File: src/rtl/branch_predictor.sv
// branch_predictor: direct-mapped tagged BTB of saturating counters with an
// optional gshare global history. Prediction is combinational from IF_PC;
// resolved branches from EX update the table, history and statistics.
module branch_predictor #(
   parameter int WORD_SIZE  = 16,
   parameter int INDEX_BITS = 4,
   parameter int CTR_BITS   = 2,
   parameter int HIST_BITS  = 0
) (
   input  logic                  Clk,
   input  logic                  Reset_N,
   input  logic                  Stall,
   input  logic [WORD_SIZE-1:0]  IF_PC,
   output logic                  pred_taken,
   output logic [WORD_SIZE-1:0]  pred_next,
   output logic [INDEX_BITS-1:0] pred_index,
   input  logic                  upd_valid,
   input  logic                  upd_is_cond,
   input  logic [WORD_SIZE-1:0]  upd_pc,
   input  logic [INDEX_BITS-1:0] upd_index,
   input  logic                  upd_taken,
   input  logic [WORD_SIZE-1:0]  upd_target,
   input  logic                  upd_mispredict,
   output logic [WORD_SIZE-1:0]  num_branch,
   output logic [WORD_SIZE-1:0]  num_mispredict
);

   localparam int ENTRIES  = 1 << INDEX_BITS;
   localparam int TAG_BITS = WORD_SIZE - INDEX_BITS;

   localparam logic [CTR_BITS-1:0] CTR_MAX  = '1;
   localparam logic [CTR_BITS-1:0] CTR_WT   = CTR_BITS'(1) << (CTR_BITS - 1);
   localparam logic [CTR_BITS-1:0] CTR_WNT  = CTR_WT - CTR_BITS'(1);
   localparam logic [WORD_SIZE-1:0] SAT_MAX = '1;

   logic                 valid_q  [ENTRIES];
   logic [TAG_BITS-1:0]  tag_q    [ENTRIES];
   logic [WORD_SIZE-1:0] target_q [ENTRIES];
   logic [CTR_BITS-1:0]  ctr_q    [ENTRIES];

   logic [INDEX_BITS-1:0] hist_ext;
   logic                  fetch_hit;
   logic                  upd_en;
   logic                  upd_hit;
   logic                  upd_write;
   logic                  upd_alloc;
   logic [CTR_BITS-1:0]   ctr_new;

   // Low PC bits select the entry on the update side; only the tag half is compared.
   logic unused_upd_pc_bits;
   assign unused_upd_pc_bits = ^upd_pc[INDEX_BITS-1:0];

   assign upd_en = upd_valid && !Stall;

   // Global history exists only in gshare mode; bimodal indexes with plain PC bits.
   generate
      if (HIST_BITS > 0) begin : g_ghr
         logic [HIST_BITS-1:0] ghr_q;

         // Non-speculative history: shift in resolved outcome of conditional branches.
         always_ff @(posedge Clk) begin
            if (!Reset_N)
               ghr_q <= '0;
            else if (upd_en && upd_is_cond)
               ghr_q <= HIST_BITS'({ghr_q, upd_taken});
         end

         assign hist_ext = INDEX_BITS'(ghr_q);
      end else begin : g_no_ghr
         assign hist_ext = '0;
      end
   endgenerate

   // Fetch-side lookup: reads pre-update contents, no bypass from the update port.
   always_comb begin
      pred_index = IF_PC[INDEX_BITS-1:0] ^ hist_ext;
      fetch_hit  = valid_q[pred_index] &&
                   (tag_q[pred_index] == IF_PC[WORD_SIZE-1:INDEX_BITS]);
      pred_taken = fetch_hit && ctr_q[pred_index][CTR_BITS-1];
      pred_next  = pred_taken ? target_q[pred_index] : IF_PC + WORD_SIZE'(1);
   end

   // Update decision: counter training on hit, allocation on a taken miss.
   always_comb begin
      upd_hit   = valid_q[upd_index] &&
                  (tag_q[upd_index] == upd_pc[WORD_SIZE-1:INDEX_BITS]);
      upd_write = 1'b0;
      upd_alloc = 1'b0;
      ctr_new   = ctr_q[upd_index];
      if (upd_hit) begin
         upd_write = 1'b1;
         if (!upd_is_cond)
            ctr_new = CTR_MAX;
         else if (upd_taken && ctr_q[upd_index] != CTR_MAX)
            ctr_new = ctr_q[upd_index] + CTR_BITS'(1);
         else if (!upd_taken && ctr_q[upd_index] != '0)
            ctr_new = ctr_q[upd_index] - CTR_BITS'(1);
      end else if (upd_taken) begin
         upd_write = 1'b1;
         upd_alloc = 1'b1;
         ctr_new   = upd_is_cond ? CTR_WT : CTR_MAX;
      end
   end

   // Valid bits and counters: reset to invalid / weakly not-taken.
   always_ff @(posedge Clk) begin
      if (!Reset_N) begin
         for (int unsigned i = 0; i < ENTRIES; i++) begin
            valid_q[i] <= 1'b0;
            ctr_q[i]   <= CTR_WNT;
         end
      end else if (upd_en && upd_write) begin
         valid_q[upd_index] <= 1'b1;
         ctr_q[upd_index]   <= ctr_new;
      end
   end

   // Tag and target payload carry no reset; guarded by the valid bit.
   always_ff @(posedge Clk) begin
      if (Reset_N && upd_en) begin
         if (upd_taken)
            target_q[upd_index] <= upd_target;
         if (upd_alloc)
            tag_q[upd_index] <= upd_pc[WORD_SIZE-1:INDEX_BITS];
      end
   end

   // Saturating statistics counters.
   always_ff @(posedge Clk) begin
      if (!Reset_N) begin
         num_branch     <= '0;
         num_mispredict <= '0;
      end else if (upd_en) begin
         if (upd_is_cond && num_branch != SAT_MAX)
            num_branch <= num_branch + WORD_SIZE'(1);
         if (upd_mispredict && num_mispredict != SAT_MAX)
            num_mispredict <= num_mispredict + WORD_SIZE'(1);
      end
   end

endmodule

File: config.mk
export PLATFORM = sky130hd
export DESIGN_NAME = branch_predictor
export DESIGN_NICKNAME = d
export VERILOG_FILES = /design/src/rtl/branch_predictor.sv
export SDC_FILE = /design/constraint.sdc
export NUM_CORES = 1
export LEC_CHECK = 0
export ABC_AREA = 1
export CAP_MARGIN = 20
export CORE_ASPECT_RATIO = 1.5
export CORE_MARGIN = 2
export CORE_UTILIZATION = 45
export DETAILED_ROUTE_END_ITERATION = 6
export HOLD_SLACK_MARGIN = 0.12
export PLACE_DENSITY = 0.61
export SYNTH_ARGS = -nofsm -noshare
export SYNTH_HDL_FRONTEND = slang
export SYNTH_SLANG_ARGS = --single-unit
File: constraint.sdc
create_clock -name Clk -period 3.75 [get_ports Clk]
set_input_delay 0.375 -clock Clk [delete_from_list [all_inputs] [get_ports Clk]]
set_output_delay 0.375 -clock Clk [all_outputs]
set_load 0.02 [all_outputs]
=== After elaboration in Yosys (flattened, before gate mapping) ===
Memories as Yosys holds them, arrays and structs flattened.
Index checks and enable logic that the tools add are counted.

* Reductions and logical operators: 17
* Add/subtract/negate cells: 5
* Eq/ne operators: 5
* Muxes and demuxes: 25

{| class="wikitable"
|+ Operator list
! kind !! count
|-
| adder 16 x 1 -> 16 bit (second input constant) || 3
|-
| inequality test 16 bit (second input constant) || 2
|-
| equality test 12 bit || 2
|-
| 2-to-1 mux 1 bit || 16
|-
| 2-to-1 mux 16 bit || 1
|-
| 2-to-1 mux 2 bit || 6
|-
| logical AND 1 bit || 10
|-
| 2-to-1 mux 4 bit || 2
|-
| AND reduction 2 bit || 2
|-
| adder 2 x 1 -> 2 bit (second input constant) || 1
|-
| zero test 1 bit || 2
|-
| inequality test 2 bit (second input constant) || 1
|-
| nonzero test 2 bit || 1
|-
| OR reduction 2 bit || 1
|-
| subtractor 2 x 1 -> 2 bit (second input constant) || 1
|-
| OR reduction 1 bit || 1
|}

* Output and inout port bits: 53
* Flip-flop bits (word level): 32
* Bits of input ports: 59
* Bits in writable memories: 496
* Memories: 4
* Word-level logic and storage cells: 58

{| class="wikitable"
|+ Memories
! name !! words !! bits a word !! rd ports !! clocked after memory_dff !! wr ports !! RTL line !! text
|-
| target_q || 16 || 16 || 1 || 0 || 1 || 38 || <nowiki>logic [WORD_SIZE-1:0] target_q [ENTRIES];</nowiki>
|-
| tag_q || 16 || 12 || 2 || 0 || 1 || 37 || <nowiki>logic [TAG_BITS-1:0] tag_q [ENTRIES];</nowiki>
|-
| ctr_q || 16 || 2 || 2 || 0 || 16 || 39 || <nowiki>logic [CTR_BITS-1:0] ctr_q [ENTRIES];</nowiki>
|-
| valid_q || 16 || 1 || 2 || 0 || 16 || 36 || <nowiki>logic valid_q [ENTRIES];</nowiki>
|}

=== Longest topological paths before layout ===
An unclocked memory read counts as a cell.

* Word-level depth: 10
* Mapped depth: 20
* Gate-level depth less buffers: 18

=== Worst setup path before layout ===
OpenSTA, ideal clock, no wires.

* Path kind: input to register
* From: input port upd_index[1]
* To: memory ctr_q[6][0], data pin
* Arrival: 2.501 ns
* Stages: 19
* Data required time: 3.484 ns
* Slack: 0.983 ns
* Library setup time: 0.266 ns
* Buffers on the path: 3
* Cell sequence: buf_2 > buf_2 > nor2_1 > inv_1 > o21ai_0 > o21ai_0 > nand2_1 > nor2_1 > inv_1 > ha_1 > nor2_1 > nor2_1 > nand2_1 > nand2_1 > nor2_1 > nand3_1 > nand2_1 > buf_2 > nand3_1

{| class="wikitable"
|+ RTL lines
! item !! RTL line !! text
|-
| from (decl) || 20 || <nowiki>input logic [INDEX_BITS-1:0] upd_index,</nowiki>
|-
| to (decl) || 39 ||
|}

=== Final worst setup path ===
* From: input port IF_PC[3]
* To: output port pred_taken

* Cells in the longest elaborated chain, start to end: 4
* Elaborated cells on any way between the ends: 6
* Those cells by class: 1 x eq/ne; 2 x reduce/logical; 3 x memory

{| class="wikitable"
|+ RTL lines
! item !! RTL line !! text
|-
| from (decl) || 13 || <nowiki>input logic [WORD_SIZE-1:0] IF_PC,</nowiki>
|-
| memory read (16 x 12 bit) || n/a ||
|-
| equality test 12 bit || 78 || <nowiki>(tag_q[pred_index] == IF_PC[WORD_SIZE-1:INDEX_BITS]);</nowiki>
|-
| logical AND 1 bit || 77 || <nowiki>fetch_hit = valid_q[pred_index] &&</nowiki>
|-
| logical AND 1 bit * || 79 || <nowiki>pred_taken = fetch_hit && ctr_q[pred_index][CTR_BITS-1];</nowiki>
|-
| to (decl) || 14 || <nowiki>output logic pred_taken,</nowiki>
|}

Mark *: on every way between the ends. The rest lies on a longest branch, timed or not.

==> impl_metrics.env <==
export IMPL_status="finished clean"
export IMPL_clk_pin_slew_ps=60
export IMPL_fmaxAchievable_mhz=286
export IMPL_worst_setup_path_type="input pin to primary output"
export IMPL_slew_violations=0
export IMPL_worstSkewPairLatency_ps=600
export IMPL_grt_overflow_total=0
export IMPL_antenna_cells_inserted=0
export IMPL_reg2reg_from="ctr_q[14][1]$_SDFFCE_PN0P_"
export IMPL_critPathCaptureType="primary output"
export IMPL_synthFlopType="edfxtp_1"
export IMPL_numCtsBuffers=51
export IMPL_setup_tns_ps=0
export IMPL_period_share_pct=93.1
export IMPL_first_pass_iters=6
export IMPL_cts_max_level=2
export IMPL_ys_types=45
export IMPL_synthMostInstantiatedCell="nand2_1"
export IMPL_nets=2908
export IMPL_grt_pass1_wl_mm=117
export IMPL_drcViolationCount=0
export IMPL_hold_end="num_mispredict[6]$_SDFFE_PN0P_"
export IMPL_grt_max_degree=132
export IMPL_netlist_top_cells_count="nand2_1, edfxtp_1, nor2_1, o21ai_0, inv_1"
export IMPL_grt_use_total_pct=26.8
export IMPL_timing_rr_end="ctr_q[4][0]$_SDFFCE_PN1P_"
export IMPL_power_w=0.0130
export IMPL_startpoint_type="input pin"
export IMPL_setup_viol=0
export IMPL_core_um2=55600
export IMPL_drt_wl_total_mm=78.2
export IMPL_start_util_pct=45.3
export IMPL_finalHoldViolCount=0
export IMPL_hold_depth=3
export IMPL_ys_ff_latch=528
export IMPL_die_area_um2=57900
export IMPL_synth_nets=2751
export IMPL_cp_required_ps=3380
export IMPL_via_count=20319
export IMPL_finClkSkew_ps=18.4
export IMPL_die_w_um=197
export IMPL_place_congestion=0.941
export IMPL_worstMarginPinSlew_ps=664
export IMPL_numPortBuffers=107
export IMPL_powerDensity_nw_per_um2=435
export IMPL_synth_top_area_share_pct=57.3
export IMPL_cap_viol_max_count=0
export IMPL_rr_worst_depth=16
export IMPL_clockRootBuffer="clkbuf_16"
export IMPL_row_count=106
export IMPL_crit_arrival_ps=3120
export IMPL_syn_to_final_growth_pct=18.5
export IMPL_hpwl_mm=51.0
export IMPL_async_reset_ff_share_pct=0
export IMPL_maxSlewHeadroom_pct=55.8
export IMPL_ys_top_cells_by_area="edfxtp_1, nand2_1, o21ai_0"
export IMPL_ioPinCount=112
export IMPL_hold_start="Reset_N"
export IMPL_via_per_inst=5.67
export IMPL_ys_warn_count=0
export IMPL_ctsLongestPathBuffers=3
export IMPL_tritoncts="yes"
export IMPL_drive_above_1_share_pct=9.26
export IMPL_netlist_instances=2687
export IMPL_die_y_um=294
export IMPL_grt_pass1_vias=19681
export IMPL_antenna_found_initial=0
export IMPL_cts_sinks=528
export IMPL_vdd_drop_max_mv=0.395
export IMPL_yosysTopAreaCell="edfxtp_1"
export IMPL_finalCriticalPeriod_ps=3490
export IMPL_cts_hold_buf=0
export IMPL_rsz0062_at_grt="no"
export IMPL_hold_class="input pin to flop"
export IMPL_reg2reg_slack_ps=920
export IMPL_synth_edf_count=480
export IMPL_postRouteAntennaNets=0
export IMPL_fin_util_pct=53.7
export IMPL_p_leak_nw=11.6
export IMPL_seq_area_frac_synth_pct=61.1
export IMPL_first_iter_violations=1919
export IMPL_syn_area_um2=25200
export IMPL_worstPathMaxFanout=25
export IMPL_wire_per_inst_um=21.8
export IMPL_syn_avg_cell_area_um2=9.37
[registers in the layout, indices dropped and copies added (netlist names)]
| name | count |
|---|---|
| valid_q | 16 |
| num_branch | 16 |
| num_mispredict | 16 |
| tag_q | 192 |
| target_q | 256 |
| ctr_q | 32 |
[critical path, cell delays in order]
cell and delay, ps:
clkdlybuf4s50_1 440, buf_4 200, nand2_1 180, clkinv_4 180
nand2_1 100, nand2_1 50, inv_1 60, nand2_1 50
nand2_1 50, nand2_1 60, nor2_1 150, nand2_1 70
nor2_1 170, nand2_1 120, buf_12 180, inv_1 70
clkdlybuf4s50_1 600
[power breakdown]
group	total [W]	leakage, nW	switching, W	internal, W
Combinational	0.00125	6.11	0.000836	0.000412
Clock	0.00528	0.830	0.00223	0.00306
Sequential	0.00646	4.69	0.0000160	0.00644
[routing by layer]
metal | up-vias | global-route usage, % | wire (um)
li1 | 9521 | - | -
met1 | 9777 | 32.2 | 29500
met2 | 833 | 48.5 | 40400
met3 | 188 | 2.77 | 4790
met4 | 0 | 11.7 | 3520
met5 | - | 0 | 0
[through the flow]
step	cells	instance area (um^2)	setup WS, ps	hold slack [ps]
finish	3586	29800	258	258
detailed placement	3490	28000	-65.2	461
CTS	3586	29800	10.5	244
floorplan	2687	25200	983	436
global placement	3490	28000	-48.7	461
global route	3586	29800	49.3	296
[cells by family (layout without fill, tap and decap cells)]
logic type | after synthesis | after routing | synth area share [%]
adders and majority gates | 5 | 5 | 0.249
DFF | 528 | 528 | 61.1
xor gates and xnor gates | 18 | 18 | 0.626
and+or+nand+nor | 1249 | 1249 | 19.9
AOI/OAI and AO/OA | 550 | 550 | 12.4
buffers and inverters | 337 | 534 | 5.74
[what timing repair did]
action | CTS | global route
setup buffers | 3 | 0
pin swaps | 1 | 0
endpoints found under the setup margin | 4 | 16
resized for setup | 3 | 20
[final cells by class]
cell class              count  area [um^2]
flip-flops and latches    528        15400
multi-input cells        1822         8380
well taps                 702          878
fillers                  4921        25700
clock inverters            26          343
clock buffers              67         1370
repair buffers            259         2780
inverters                 182          697
[worst max-delay path by stage]
stage | start | end | slack [ps] | depth (start not counted)
5_1_grt | tag_q[14][1]$_DFFE_PP_ | pred_taken | 50 | 17
6_report | IF_PC[3] | pred_taken | 260 | 17
3_3_place_gp | IF_PC[3] | pred_next[11] | -50 | 15
4_1_cts | tag_q[4][1]$_DFFE_PP_ | pred_next[5] | 10 | 15
2_1_floorplan | upd_index[1] | ctr_q[6][0]$_SDFFCE_PN1P_ | 980 | 19
3_5_place_dp | IF_PC[3] | pred_next[14] | -70 | 12
[layout by cell type (no fill, tap or decap), types with 11 or more instances in the layout]
master and instances:
xor2_1 15, nor2_1 329, nand4_1 14, edfxtp_1 480
inv_1 172, dlymetal6s2s_1 16, clkdlybuf4s50_1 85, o21ai_1 40
buf_12 44, o22ai_1 42, o211ai_1 33, nor3_1 15
nand3_1 116, nand2_1 742, a21oi_1 78, buf_4 110
o21ai_0 289, o221ai_1 21, a221oi_1 11, clkbuf_16 51
dfxtp_1 48, clkbuf_1 13
Power figures use the tool's default switching activity.
